### src/rtl/inst_align_buffer.sv
// Purpose: realigns word-aligned 32-bit fetch words into 16-bit RVC parcels or 32-bit instructions.
// Latency: a word accepted in cycle N is presented in cycle N+1 (later if older halfwords are queued).
// Backpressure: in_ready needs two free halfword slots (registered count only); out_valid waits for a complete instruction.
module inst_align_buffer #(
  parameter int XLEN   = 64,
  parameter int QDEPTH = 4
) (
  input  logic            clk,
  input  logic            rst_n,
  input  logic            flush,
  input  logic            in_valid,
  output logic            in_ready,
  input  logic [31:0]     in_data,
  input  logic [XLEN-1:0] in_pc,
  output logic            out_valid,
  input  logic            out_ready,
  output logic [31:0]     out_inst,
  output logic            out_is_c,
  output logic [XLEN-1:0] out_pc
);

  localparam int PW = $clog2(QDEPTH);
  localparam int CW = $clog2(QDEPTH + 1);

  typedef struct packed {
    logic [15:0]     half;
    logic [XLEN-1:0] pc;
  } entry_t;

  entry_t          q_q [QDEPTH];
  entry_t          q_d [QDEPTH];
  logic [PW-1:0]   rd_ptr_q, rd_ptr_d;
  logic [PW-1:0]   wr_ptr_q, wr_ptr_d;
  logic [CW-1:0]   cnt_q, cnt_d;

  entry_t          h0;
  logic [15:0]     h1_half;
  logic            is16;
  logic            push, pop;
  logic [CW-1:0]   npush, npop;

  // Head decode and handshake qualification from registered queue state.
  always_comb begin
    h0        = q_q[rd_ptr_q];
    h1_half   = q_q[rd_ptr_q + PW'(1)].half;
    is16      = (h0.half[1:0] != 2'b11);
    in_ready  = ~flush & ((CW'(QDEPTH) - cnt_q) >= CW'(2));
    out_valid = ~flush & ((is16 & (cnt_q >= CW'(1))) | (~is16 & (cnt_q >= CW'(2))));
    push      = in_valid & in_ready;
    pop       = out_valid & out_ready;
    npush     = push ? (in_pc[1] ? CW'(1) : CW'(2)) : CW'(0);
    npop      = pop ? (is16 ? CW'(1) : CW'(2)) : CW'(0);
  end

  // Output formatting: RVC parcels are zero-extended, full instructions join two halves.
  always_comb begin
    out_inst = is16 ? {16'h0000, h0.half} : {h1_half, h0.half};
    out_is_c = out_valid & is16;
    out_pc   = h0.pc;
  end

  // Next queue contents, pointers and count; flush discards everything queued.
  always_comb begin
    q_d      = q_q;
    rd_ptr_d = rd_ptr_q;
    wr_ptr_d = wr_ptr_q;
    cnt_d    = cnt_q;
    if (flush) begin
      rd_ptr_d = wr_ptr_q;
      cnt_d    = '0;
    end else begin
      if (push) begin
        if (in_pc[1]) begin
          // Entry into the upper half of a word: only the upper parcel is ours.
          q_d[wr_ptr_q] = '{half: in_data[31:16], pc: in_pc};
        end else begin
          q_d[wr_ptr_q]          = '{half: in_data[15:0],  pc: {in_pc[XLEN-1:2], 2'b00}};
          q_d[wr_ptr_q + PW'(1)] = '{half: in_data[31:16], pc: {in_pc[XLEN-1:2], 2'b10}};
        end
      end
      wr_ptr_d = wr_ptr_q + PW'(npush);
      rd_ptr_d = rd_ptr_q + PW'(npop);
      cnt_d    = cnt_q + npush - npop;
    end
  end

  // Queue state registers with asynchronous clear.
  always_ff @(posedge clk or negedge rst_n) begin
    if (!rst_n) begin
      for (int i = 0; i < QDEPTH; i++) begin
        q_q[i] <= '0;
      end
      rd_ptr_q <= '0;
      wr_ptr_q <= '0;
      cnt_q    <= '0;
    end else begin
      for (int i = 0; i < QDEPTH; i++) begin
        q_q[i] <= q_d[i];
      end
      rd_ptr_q <= rd_ptr_d;
      wr_ptr_q <= wr_ptr_d;
      cnt_q    <= cnt_d;
    end
  end

endmodule

### config.mk
export PLATFORM = sky130hd
export DESIGN_NAME = inst_align_buffer
export DESIGN_NICKNAME = d
export VERILOG_FILES = /design/src/rtl/inst_align_buffer.sv
export SDC_FILE = /design/constraint.sdc
export NUM_CORES = 1
export LEC_CHECK = 0
export BUFFER_PORTS_ARGS = -buffer_cell sky130_fd_sc_hd__clkbuf_2
export CAP_MARGIN = 20
export CORE_MARGIN = 2
export CORE_UTILIZATION = 30
export CTS_BUF_LIST = sky130_fd_sc_hd__clkbuf_4 sky130_fd_sc_hd__clkbuf_8
export CTS_CLUSTER_SIZE = 14
export DETAILED_ROUTE_END_ITERATION = 12
export PLACE_DENSITY = 0.48
export SKIP_LAST_GASP = 1
export SLEW_MARGIN = 20
export SYNTH_ARGS = -nofsm -noshare
export SYNTH_HDL_FRONTEND = slang
export SYNTH_SLANG_ARGS = --single-unit
### constraint.sdc
create_clock -name clk -period 6.22 [get_ports clk]
set_clock_uncertainty 0.2 [all_clocks]
set_input_delay 0.622 -clock clk [delete_from_list [all_inputs] [get_ports clk]]
set_output_delay 0.622 -clock clk [all_outputs]
set_load 0.02 [all_outputs]
Word level (Yosys, flattened, before mapping) --
Index checks and enable logic that the tools add are counted.
Operators by class: bitwise logic cells 14, muxes and demuxes 21, eq/ne operators 1, order comparisons 9, reductions and logical operators 3, $add $sub $neg 7
Operators with widths (number):
- $bwmux W320 | 3
- $mux W80 | 6
- $bmux W80 S2 | 2
- $demux W80 S2 | 2
- $mux W320 | 1
- $mux W32 | 1
- $ge A3 B3 Y1 const B | 4
- $not A2 Y3 | 4
- $mux W2 | 5
- $and A1 B1 Y1 | 7
- $ge A3 B2 Y1 const B | 2
- $lt A3 B1 Y1 const B | 2
- $add A2 B1 Y2 const B | 2
- $add A2 B2 Y2 | 2
- $add A3 B2 Y3 | 1
- $ge A3 B1 Y1 const B | 1
- $mux W3 | 1
- $sub A3 B2 Y3 | 1
- $sub A3 B3 Y3 const A | 1
- $logic_and A1 B1 Y1 | 2
- $ne A2 B2 Y1 const B | 1
- $not A1 Y1 | 2
- $reduce_and A2 Y1 | 1
- $or A1 B1 Y1 | 1
Word-level totals: flip-flop bits (word level) 327, logic and storage cells 66, output and inout port bits 99

Longest topological paths before layout --
depth in word-level cells 13, mapped depth 12, mapped depth without buffers 11

Worst setup path before layout --
Ideal clock, no wire load.
path kind register to register, from reg rd_ptr_q[0], to reg cnt_q[2], setup time 131 ps, stages on the path, launching flop included 12, clock period less this slack 2804 ps, data arrival time 2472 ps, data required time 5889 ps, setup slack 3416 ps, path buffers 2, cell sequence dfrtp_1 > clkbuf_1 > mux4_2 > clkbuf_1 > a21o_1 > nor2_1 > xor2_1 > ha_1 > inv_1 > fa_1 > xnor2_1 > nor2_1
Between the ends: word-level cells in the longest chain between the ends 13, elaborated cells between the ends (all ways) 15, those cells by class 1 x add/sub; 1 x eq/ne; 6 x mux; 7 x bitwise
Ends and longest elaborated chain:
- from (decl) | line 32 | logic [PW-1:0] rd_ptr_q, rd_ptr_d;
- from (signal assigned) | line 100 | rd_ptr_q <= rd_ptr_d;
- $not A2 Y3 (implied by the code) (*) | line 44 | h0 = q_q[rd_ptr_q];
- $bmux W80 S2 (*) | line 44
- $mux W80 (implied by the code) (*) (2 in a row) | line 44
- $ne A2 B2 Y1 (*) | line 46 | is16 = (h0.half[1:0] != 2'b11);
- $not A1 Y1 | line 48 | out_valid = ~flush & ((is16 & (cnt_q >= CW'(1))) | (~is16 & (cnt_q >= CW'(2))));
- $and A1 B1 Y1 | line 48
- $or A1 B1 Y1 | line 48
- $and A1 B1 Y1 | line 48
- $and A1 B1 Y1 | line 50 | pop = out_valid & out_ready;
- $mux W2 (*) | line 52 | npop = pop ? (is16 ? CW'(1) : CW'(2)) : CW'(0);
- $sub A3 B2 Y3 (*) | line 83 | cnt_d = cnt_q + npush - npop;
- $mux W3 (*) | line 68 | if (flush) begin
- via cnt_d[2] | line 34 | logic [CW-1:0] cnt_q, cnt_d;
- to (signal assigned) | line 102 | cnt_q <= cnt_d;
- to (decl) | line 34
The timed path passes the listed nets; every way through them passes the cells marked *. The select of a mux whose other input is x is not followed. A chain may end at the register's enable or synchronous reset.

Worst setup path in the final report --
from reg rd_ptr_q[1], to out out_pc[9]
Between the ends: word-level cells in the longest chain between the ends 4
Ends and longest elaborated chain:
- $not A2 Y3 (implied by the code) | line 44
- $bmux W80 S2 | line 44
- $mux W80 (implied by the code) (2 in a row) | line 44
- to (decl) | line 19 | output logic [XLEN-1:0] out_pc
No other way between the ends. The select of a mux whose other input is x is not followed.

==> impl_metrics.ini <==
[run_status]
outcome = complete, no violations

[clock_tree]
cts_tree = done
cts_resized = 0
cts.reportedPaths.clkPinSlew_ns = 0.06
cts_buffers = 59
cts_sinks = 327
cts_root_buf = clkbuf_8
postCtsHoldBufs = 24
clk_latency_ns = 0.66
h-tree-depth = 2
clockBufferDepth = 3
postCtsSetupBuffers = 0

[critical_path]
setup.worst_path.end_class = output port
worst_path_max_delay_cell = dfrtp_4
worst_r2r_path_depth = 7
cp_num_buf_inv = 2
r2r_start = rd_ptr_q[1]
critical_path_required_ns = 5.40
criticalPathCategory = reg2out
critPathMaxFanout = 55
path_cells = buf_4 -> mux4_2 -> clkbuf_2
crit_family = buffers and inverters
regToRegSetupSlack_ns = 2.64
cp.depth = 3
critPathArrivalTime_ns = 3.26
cp-start-kind = register
timing.rr.end = cnt_q[2]
slowest_delay_ns = 1.01

[synth]
synth_area_per_cell_sq_um = 14.1
synth_edf_count = 0
syn-num-nets = 1291
syn_area_sq_um = 16600
ys_top_cells_by_area = dfrtp_1 (49%), mux2_2 (19%), mux4_2 (13%)
synth_flop_cell = dfrtp_1
ys_types = 50
ys_ff_latch = 327
seq_area_frac_synth_pct = 49.3
synth_async_sr_flop_share_pct = 100
synth_area_leader_cell = dfrtp_1
syn_inst = 1179
netlist.area_leader.share_pct = 49.3
yosysWarnings = 0

[layout]
drive_gt1_share_pct = 50.5
area_delta_synth_final_pct = 17.3
multi_input_area_sq_um = 7680
ff_latch_area_sq_um = 8190
finalNonFillerCells = 2114
finalNetCount = 1475
fillCellCount = 5451

[sta]
fin_ws_ns = 2.14
min_period_ns = 4.08
period_share_pct = 65.6
rsz0062_at_grt = false
slew_headroom_pct = 25.1
final-setup-viol-count = 0
fin_tns_setup_ns = 0
hold_viol = 0
whs_ns = 0.0640
report.final.slew_viol_count = 0
worst_pin_slew_ns = 1.12
fmax_mhz = 245

[hold_path]
whs_endpoint = q_q[222]
min-delay-path-class = in2reg
min_from = in_pc[62]
worstHoldPathCells = 2

[floorplanning]
die_x_microns = 239
start_util_pct = 30.2
rows = 86
pin_count = 200
die_y_microns = 239
die-area_sq_um = 57200
core_area_sq_um = 54900

[global_route]
use_met2_pct = 24.3
globalRouteTotalUtil_pct = 15.3
use_met1_pct = 20.7
antenna_found_initial = 4
grt-ovfl-total = 0
grt_start_max_net_pins = 139
grt.met3_usage_pct = 3.38
grt_pass1_vias = 11100
grt_busiest_layer = met2
grt_first_pass_wirelength_microns = 67200

[place]
placed_cells = 1982
post-place-ws_ns = 2.60
gp_congestion = 0.744
port_buffers = 199
hpwl_microns = 26300

[drt]
drt-pass1-iter-count = 5
wl_per_cell_microns = 20.7
drt_iter0_markers = 587
via_per_inst = 5.14
drc = 0
routed_wl_microns = 43800
num_vias = 10900
ant_nets = 0

[power_and_ir_drop]
power_mw = 11.1
vdd_drop_max_uv = 190
power_density_nw_per_um2 = 571
leakage_nw = 8.28

[job]
maxCapViolCount = 0
==> worst register-to-register path, cell delays in order (launching register included) <==
cell	delay (ns)
dfrtp_4	1.01
mux4_2	0.75
nand2_1	0.14
nor3_1	0.26
fa_1	0.46
fa_1	0.39
xnor2_1	0.16
nor2_1	0.05
==> cell type report <==
cell class / count / area share [%]
clock buffers: 99 / 6.26
flip-flops and latches: 327 / 42.1
inverters: 11 / 0.212
diodes: 3 / 0.0386
clock inverters: 6 / 0.193
well taps: 704 / 4.53
repair buffers: 240 / 7.20
multi-input cells: 724 / 39.5
==> stage by stage <==
step | instance area, sq um | util [%]
after floorplan | 16600 | -
after global placement | 18000 | 32.7
after detailed placement | 18000 | 32.7
after CTS | 19500 | 35.5
after global routing | 19500 | 35.5
final | 19500 | 35.5
==> Yosys cell counts, types with 11 or more instances <==
library cell	count
dfrtp_1	327
mux2_2	282
mux4_2	94
nand2_1	75
a21oi_1	73
a221oi_1	64
clkbuf_1	43
buf_4	35
mux2_1	33
and3_1	19
buf_1	14
buf_2	13
nor2_1	13
inv_1	11
==> flip-flops by register name (all words and copies together), names as in the netlist <==
| register | count |
|---|---|
| q_q | 320 |
| cnt_q | 3 |
| rd_ptr_q | 2 |
| wr_ptr_q | 2 |
==> logic make-up after synthesis <==
group / count (synthesis) / share of synthesized area [%]
fa+ha+maj: 11 / 0.920
flops: 327 / 49.3
mux: 410 / 34.2
simple gates: 136 / 4.01
compound gates: 161 / 6.77
xor+xnor: 6 / 0.362
buf+inv: 128 / 4.40
==> metal layers <==
metal	share of wire [%]	up-vias
met1	45	5681
met5	0.027	-
met3	4.9	78
li1	-	4818
met4	2.4	2
met2	48	278
==> power by group <==
| group | switching (mW) | total, mW | internal, mW |
|---|---|---|---|
| clock network | 0.915 | 2.14 | 1.22 |
| registers | 0.680 | 3.88 | 3.20 |
| logic | 2.61 | 5.11 | 2.49 |
==> cell usage in the layout (no fill, tap or decap), types with 11 or more instances in the layout <==
cell           instances
clkbuf_4              23
nand2_1               75
dlygate4sd3_1         24
mux2_1                33
and3_1                19
clkbuf_8              76
inv_1                 11
clkbuf_2             197
a221oi_1              64
mux2_2               282
buf_4                 16
mux4_2                94
nor2_1                13
dfrtp_1              325
a21oi_1               73
==> worst max-delay path by stage <==
stage | start | endpoint
after floorplan | rd_ptr_q[0] | cnt_q[2]
after global placement | cnt_q[1] | q_q[265]
after CTS | rd_ptr_q[1] | out_pc[5]
final | rd_ptr_q[1] | out_pc[9]
after detailed placement | cnt_q[1] | q_q[274]
after global routing | rd_ptr_q[1] | out_pc[5]
Power figures use the tool's default switching activity.
